[src/rtl/mips_reg_file.sv]
// -----------------------------------------------------------------------------
// mips_reg_file
//
// 32 x DATA_W general-purpose register file plus the HI/LO pair for a
// single-cycle MIPS datapath. Reads are combinational with write-through
// bypass, so a value written this cycle is visible on the read ports in the
// same cycle. r0 is hardwired to zero.
//
// Ports:
//   clk        rising-edge clock
//   rst        synchronous active-high reset
//   raddr_a    read port A address (rs)      -> rdata_a (ALU in1)
//   raddr_b    read port B address (rt)      -> rdata_b (ALU in2 / store data)
//   we         GPR write enable
//   waddr      GPR write address (rd/rt)
//   wdata      GPR write data (ALU out or load data)
//   hilo_we    HI/LO write enable (mult/div result), writes both together
//   hi_wdata   new HI value
//   lo_wdata   new LO value
//   hi_rdata   HI value (mfhi), bypassed
//   lo_rdata   LO value (mflo), bypassed
//   dbg_addr   debug read address
//   dbg_rdata  debug read data, stored value only (no bypass)
// -----------------------------------------------------------------------------
module mips_reg_file #(
  parameter int                DATA_W  = 32,
  parameter logic [DATA_W-1:0] SP_INIT = 32'h0000_3FFC,
  parameter logic [DATA_W-1:0] GP_INIT = 32'h0000_1800
) (
  input  logic              clk,
  input  logic              rst,
  input  logic [4:0]        raddr_a,
  output logic [DATA_W-1:0] rdata_a,
  input  logic [4:0]        raddr_b,
  output logic [DATA_W-1:0] rdata_b,
  input  logic              we,
  input  logic [4:0]        waddr,
  input  logic [DATA_W-1:0] wdata,
  input  logic              hilo_we,
  input  logic [DATA_W-1:0] hi_wdata,
  input  logic [DATA_W-1:0] lo_wdata,
  output logic [DATA_W-1:0] hi_rdata,
  output logic [DATA_W-1:0] lo_rdata,
  input  logic [4:0]        dbg_addr,
  output logic [DATA_W-1:0] dbg_rdata
);

  localparam logic [4:0] ZERO_REG = 5'd0;
  localparam logic [4:0] GP_REG   = 5'd28;
  localparam logic [4:0] SP_REG   = 5'd29;

  // Entry 0 exists only so every 5-bit address indexes in range; it is
  // cleared on reset, never written, and all read ports mask address 0.
  logic [DATA_W-1:0] regs [0:31];
  logic [DATA_W-1:0] hi_q;
  logic [DATA_W-1:0] lo_q;

  // A GPR write that will actually commit on the next edge. Reset drops the
  // write, and r0 writes are discarded, so neither may bypass either.
  logic gpr_wr_live;
  logic hilo_wr_live;

  assign gpr_wr_live  = we && !rst && (waddr != ZERO_REG);
  assign hilo_wr_live = hilo_we && !rst;

  // Reset image of one register: $gp and $sp start at their ABI values,
  // everything else at zero.
  function automatic logic [DATA_W-1:0] reset_value(input logic [4:0] idx);
    logic [DATA_W-1:0] val;
    val = '0;
    if (idx == GP_REG) val = GP_INIT;
    if (idx == SP_REG) val = SP_INIT;
    return val;
  endfunction

  // ---------------------------------------------------------------------------
  // GPR storage
  // ---------------------------------------------------------------------------
  // NOTE: every entry is reset explicitly, so no read can ever return X; this
  // keeps the array in flops rather than a RAM macro, which is intended here.
  always_ff @(posedge clk) begin
    if (rst) begin
      for (int i = 0; i < 32; i++) begin
        // NOTE: sequential state uses non-blocking assignment so all flops
        // update together from pre-edge values, independent of block order.
        regs[i] <= reset_value(i[4:0]);
      end
    end else if (we && (waddr != ZERO_REG)) begin
      regs[waddr] <= wdata;
    end
  end

  // ---------------------------------------------------------------------------
  // HI/LO storage: always written as a pair
  // ---------------------------------------------------------------------------
  always_ff @(posedge clk) begin
    if (rst) begin
      hi_q <= '0;
      lo_q <= '0;
    end else if (hilo_we) begin
      hi_q <= hi_wdata;
      lo_q <= lo_wdata;
    end
  end

  // ---------------------------------------------------------------------------
  // Read port A
  // ---------------------------------------------------------------------------
  always_comb begin
    // NOTE: assigning a default first makes every path drive the output, so
    // no latch is inferred from the address-0 and bypass branches.
    rdata_a = '0;
    if (raddr_a != ZERO_REG) begin
      if (gpr_wr_live && (waddr == raddr_a)) rdata_a = wdata;
      else                                   rdata_a = regs[raddr_a];
    end
  end

  // ---------------------------------------------------------------------------
  // Read port B (bypasses independently of port A)
  // ---------------------------------------------------------------------------
  always_comb begin
    rdata_b = '0;
    if (raddr_b != ZERO_REG) begin
      if (gpr_wr_live && (waddr == raddr_b)) rdata_b = wdata;
      else                                   rdata_b = regs[raddr_b];
    end
  end

  // ---------------------------------------------------------------------------
  // Debug port: stored value only, so a bench can see what has committed
  // ---------------------------------------------------------------------------
  always_comb begin
    dbg_rdata = '0;
    if (dbg_addr != ZERO_REG) dbg_rdata = regs[dbg_addr];
  end

  // ---------------------------------------------------------------------------
  // HI/LO read with bypass
  // ---------------------------------------------------------------------------
  always_comb begin
    hi_rdata = hi_q;
    lo_rdata = lo_q;
    if (hilo_wr_live) begin
      hi_rdata = hi_wdata;
      lo_rdata = lo_wdata;
    end
  end

endmodule

[config.mk]
export PLATFORM = sky130hd
export DESIGN_NAME = mips_reg_file
export DESIGN_NICKNAME = d
export VERILOG_FILES = /design/src/rtl/mips_reg_file.sv
export SDC_FILE = /design/constraint.sdc
export NUM_CORES = 2
export LEC_CHECK = 0
export CORE_UTILIZATION = 50
export DETAILED_ROUTE_END_ITERATION = 10
export DONT_BUFFER_PORTS = 1
export PLACE_DENSITY_LB_ADDON = 0.12
export SLEW_MARGIN = 30
export SYNTH_ARGS = -nofsm -noshare
export SYNTH_HDL_FRONTEND = slang
export SYNTH_SLANG_ARGS = --single-unit
[constraint.sdc]
create_clock -name clk -period 3.9 [get_ports clk]
set_clock_uncertainty 0.2 [all_clocks]
set_input_delay 0.78 -clock clk [delete_from_list [all_inputs] [get_ports clk]]
set_output_delay 0.78 -clock clk [all_outputs]
set_load 0.02 [all_outputs]
# After elaboration in Yosys (flattened, before gate mapping)
# Memory sizes are Yosys's and may differ from the RTL's.
# Cells that the tools add are included.
[op_classes]
reduce_logical = 12
mux = 17
n_eq_ne = 2
[op_table]
columns = ["op", "count"]
rows = [
  ["32-bit 2-to-1 mux", 10],
  ["32-bit OR reduction", 1],
  ["5-bit nonzero test", 4],
  ["5-bit == test", 2],
  ["1-bit logical AND", 6],
  ["1-bit 2-to-1 mux", 6],
  ["5-bit 2-to-1 mux", 1],
  ["1-bit zero test", 1],
]
[word_totals]
word_cells = 34
n_memories = 1
ff_bits = 64
ramBits = 1024
in_bits = 120
output_inout_bits = 160
[mem_list]
columns = ["name", "depth", "width", "read_ports", "rd_ports_with_merged_regs", "write_ports", "line_no", "rtl"]
rows = [
  ["regs", 32, 32, 3, 0, 32, "54", "logic [DATA_W-1:0] regs [0:31];"],
]

# Depth between registers and ports, before layout
[depth]
depth_word = 7
depth_mapped = 11
mapped_depth_nobuf = 6

# Worst setup path after synthesis
# OpenSTA, ideal clock, no wires.
[synth_timing]
path_kind = "input-to-output"
from = "in dbg_addr[0]"
to = "out dbg_rdata[10]"
arrival_time_ns = 2.602
path_slack_ns = 0.318
required_time_ns = 2.920
cell_stages = 7
path_cell_list = "clkbuf_1 buf_2 buf_2 mux4_2 mux4_2 nand2_1 o21ai_1"
[synth_via]
elab_chain_cells = 2
word_cells_on_any_way = 3
cone_classes = "mux: 1; reduce/logical: 1; memory: 1"
[synth_rtl]
columns = ["element", "line_no", "rtl"]
rows = [
  ["start, declared", "44", "input logic [4:0] dbg_addr,"],
  ["memory 32 x 32 bit / 5-bit nonzero test (equally long branches)", "--", ""],
  ["32-bit 2-to-1 mux (*)", "135", "if (dbg_addr != ZERO_REG) dbg_rdata = regs[dbg_addr];"],
  ["end, declared", "45", "output logic [DATA_W-1:0] dbg_rdata"],
]
# Every way passes the cells marked *; elsewhere a longest branch is shown, timed or not.

# Worst setup path in the final report
[layout_timing]
from = "in raddr_a[0]"
to = "out rdata_a[6]"
[layout_via]
elab_chain_cells = 4
word_cells_on_any_way = 6
cone_classes = "eq/ne: 1; mux: 2; reduce/logical: 2; memory: 1"
[layout_rtl]
columns = ["element", "line_no", "rtl"]
rows = [
  ["start, declared", "32", "input logic [4:0] raddr_a,"],
  ["branches (longest 3 deep; another with memory 32 x 32 bit)", "--", ""],
  ["32-bit 2-to-1 mux (*)", "113", "if (raddr_a != ZERO_REG) begin"],
  ["end, declared", "33", "output logic [DATA_W-1:0] rdata_a,"],
]
# Mark *: on every way between the ends.

==> flow_summary.toml <==
[run_status]
status = "finished with violations"
violations = "setup timing"

[job]
cap_violations = 0

[power_and_ir_drop]
power_density_mw_per_mm2 = 417
p_clk_frac = 0.401
ir_worst_vdd_mv = 0.465
pwr-share-comb = 0.156
p_seq_frac = 0.443
p_leak_uw = 0.0266
swShare = 0.262
internal_power_uw = 23200
p_sw_uw = 8220
p_total_uw = 31400

[yosys]
synthFlopType = "edfxtp_1"
postSynthAreaPerCell_um2 = 14.1
synth_cell_type_count = 66
synth_area_leaders = "edfxtp_1 46%, mux4_2 23%, and2_1 9.2%, mux2i_1 5.9%, dfxtp_1 1.9%"
synthDominantCellAreaShare = 0.461
synthArstFlopShare = 0
ys_seq_area_frac = 0.480
synth_top_area_cell = "edfxtp_1"
mappedNetlistArea_mm2 = 0.0667
synth-seq-cells = 1088
synthTopCellsByCount = "1024 x edfxtp_1, 983 x and2_1, 667 x mux4_2, 393 x mux2i_1, 340 x clkbuf_1"
synth.most_common_cell = "edfxtp_1"
synth_edf_count = 1024
netlist_instances = 4724
synth_warnings = 0

[layout]
multiInputGateArea_mm2 = 0.0325
final_cell_area_mm2 = 0.0753
area_delta_synth_final_pct = 12.9
final_nets = 4876
layout-drive-gt1-share = 0.276
nFillCells = 10500
register_area_mm2 = 0.0320

[route]
top_layer = "met5"
wl_met1_um = 97600
drtPass1Iterations = 8
wl_per_cell_um = 42.4
postRouteWirelength_um = 281000
drtIter0Drc = 8762
wl_met2_um = 119000
route.met3.wl_um = 45700
num_vias = 49400
antenna_left = 0
viasPerCell = 7.44
drc = 0

[timing]
finalCritPeriodShare = 1.17
fmax_mhz = 220
slew_violations = 0
rsz0062_at_grt = "yes"
worst_pin_slew_ns = 1.39
setup_slack_ns = -0.646
setup-violations-final = 63
tns_ns = -11.96
relSlewSlack = 0.0725
finalHoldViolations = 0
timing.final.crit_period_ns = 4.55

[clocking]
cts-htree-levels = 4
cts_buffers = 131
clock-root-buffer = "clkbuf_16"
cts_sinks = 1088
clk-insertion-delay-late_ns = 0.77
cts_tree = "done"
clk_path_buf_depth = 3
cts.clk_slew.worst_paths_ns = 0.06

[grt]
grt_pass1_wl_um = 387000
grt_use_total = 0.415
grt_start_max_net_pins = 362
grt.overflow.total = 0
antenna_found_initial = 35
grt_pass1_vias = 47700

[worst_setup_path]
crit_required_ns = 2.92
cp-end-kind = "output pin"
r2r-start = "hi_q[4]"
startpoint_type = "primary input"
critPathArrivalTime_ns = 3.57
critPathMaxFanout = 320
critPathKind = "primary input to output pin"
critPathLaunch = "raddr_a[0]"

[place]
globalplace.congestion = 0.917
portBuffers = 0
post_dp_cell_area_mm2 = 0.0693
dp_hpwl_um = 151000

[floorplanning]
rows = 133
io_pins = 280
die_h_um = 367
core-area_mm2 = 0.132
dieArea_mm2 = 0.135
die_width_um = 367
start_util = 0.506

[hold_path]
hold_start = "wdata[19]"
hp-class = "primary input to flop"
[through the flow]
| step | hold WS (ns) | cells | worst slack (ns) | utilization |
|---|---|---|---|---|
| after floorplan | 0.256 | 4755 | 0.318 | - |
| after global placement | 0.269 | 6220 | -0.476 | 0.525 |
| after detailed placement | 0.279 | 6220 | -0.198 | 0.525 |
| after CTS | 0.000377 | 6613 | -0.0126 | 0.571 |
| after global routing | 0.0195 | 6622 | -0.0149 | 0.571 |
| final | 0.0308 | 6638 | -0.646 | 0.571 |
[worst paths after layout]
| check | slack (ns) | depth (start not counted) | end |
|---|---|---|---|
| max | -0.65 | 5 | rdata_a[6] |
| min | 0.03 | 1 | regs[12][19] |
| max reg2reg | 2.47 | 3 | hi_q[4] |
| min reg2reg | 0.29 | 2 | lo_q[29] |
[sequential cells by signal (all words and copies together), names as in the netlist]
| register | cells |
|---|---|
| regs | 1024 |
| lo_q | 32 |
| hi_q | 32 |
[power by group through the flow]
stage	logic [µW]	clock network, µW	registers (µW)
after floorplan	3330	0	13900
after global placement	4320	0	14100
after detailed placement	4330	0	14100
after CTS	4690	12600	13900
after global routing	4920	13000	14000
final	4890	12600	13900
[per-layer routing]
| metal | vias to the layer above | track usage |
|---|---|---|
| met3 | 1055 | 0.165 |
| li1 | 18500 | - |
| met1 | 25000 | 0.539 |
| met2 | 4749 | 0.590 |
| met5 | - | 0 |
| met4 | 22 | 0.238 |
[critical path, stage by stage]
cell     delay, ns
mux4_2        0.94
mux2_2        0.28
a221o_1       0.43
a32o_1        0.33
buf_4         0.17
[layout make-up]
type | count | area share
Timing Repair Buffer | 394 | 0.0534
Tap cell | 1755 | 0.0292
Multi-Input combinational cell | 3105 | 0.432
Antenna cell | 24 | 0.000798
Inverter | 36 | 0.00180
Clock buffer | 166 | 0.0489
Clock inverter | 70 | 0.00849
Sequential cell | 1088 | 0.425
[logic make-up after synthesis]
kind of cell | Yosys count | share of synthesized area
other cells | 1 | 0.0000563
simple gates | 1383 | 0.119
xor+xnor | 10 | 0.00131
compound gates | 507 | 0.0552
mux | 1173 | 0.303
flops | 1088 | 0.480
buf+inv | 562 | 0.0401
[what timing repair did]
item	CTS	global route
setup endpoints to repair	6	13
pin swaps	0	9
hold buffers	157	0
setup buffers	0	2
gates resized for setup	9	23
endpoints found under the hold margin	869	0
[placed cells by master (no fill, tap or decap), types with 35 or more instances in the layout]
cell | synthesis | final
nor2_1 | 125 | 89
o22ai_1 | 43 | 42
o21ai_1 | 39 | 35
dlygate4sd3_1 | 0 | 139
and2_1 | 983 | 982
buf_12 | 1 | 58
a21oi_1 | 49 | 49
clkbuf_16 | 0 | 143
a211oi_1 | 43 | 40
buf_4 | 32 | 178
mux4_2 | 667 | 667
a22oi_1 | 94 | 92
dfxtp_1 | 64 | 64
inv_1 | 36 | 35
mux2_2 | 113 | 109
o21ai_0 | 52 | 50
mux2i_1 | 393 | 393
nand2_1 | 148 | 147
edfxtp_1 | 1024 | 1024
No activity file was read; power rests on OpenSTA's default activity.
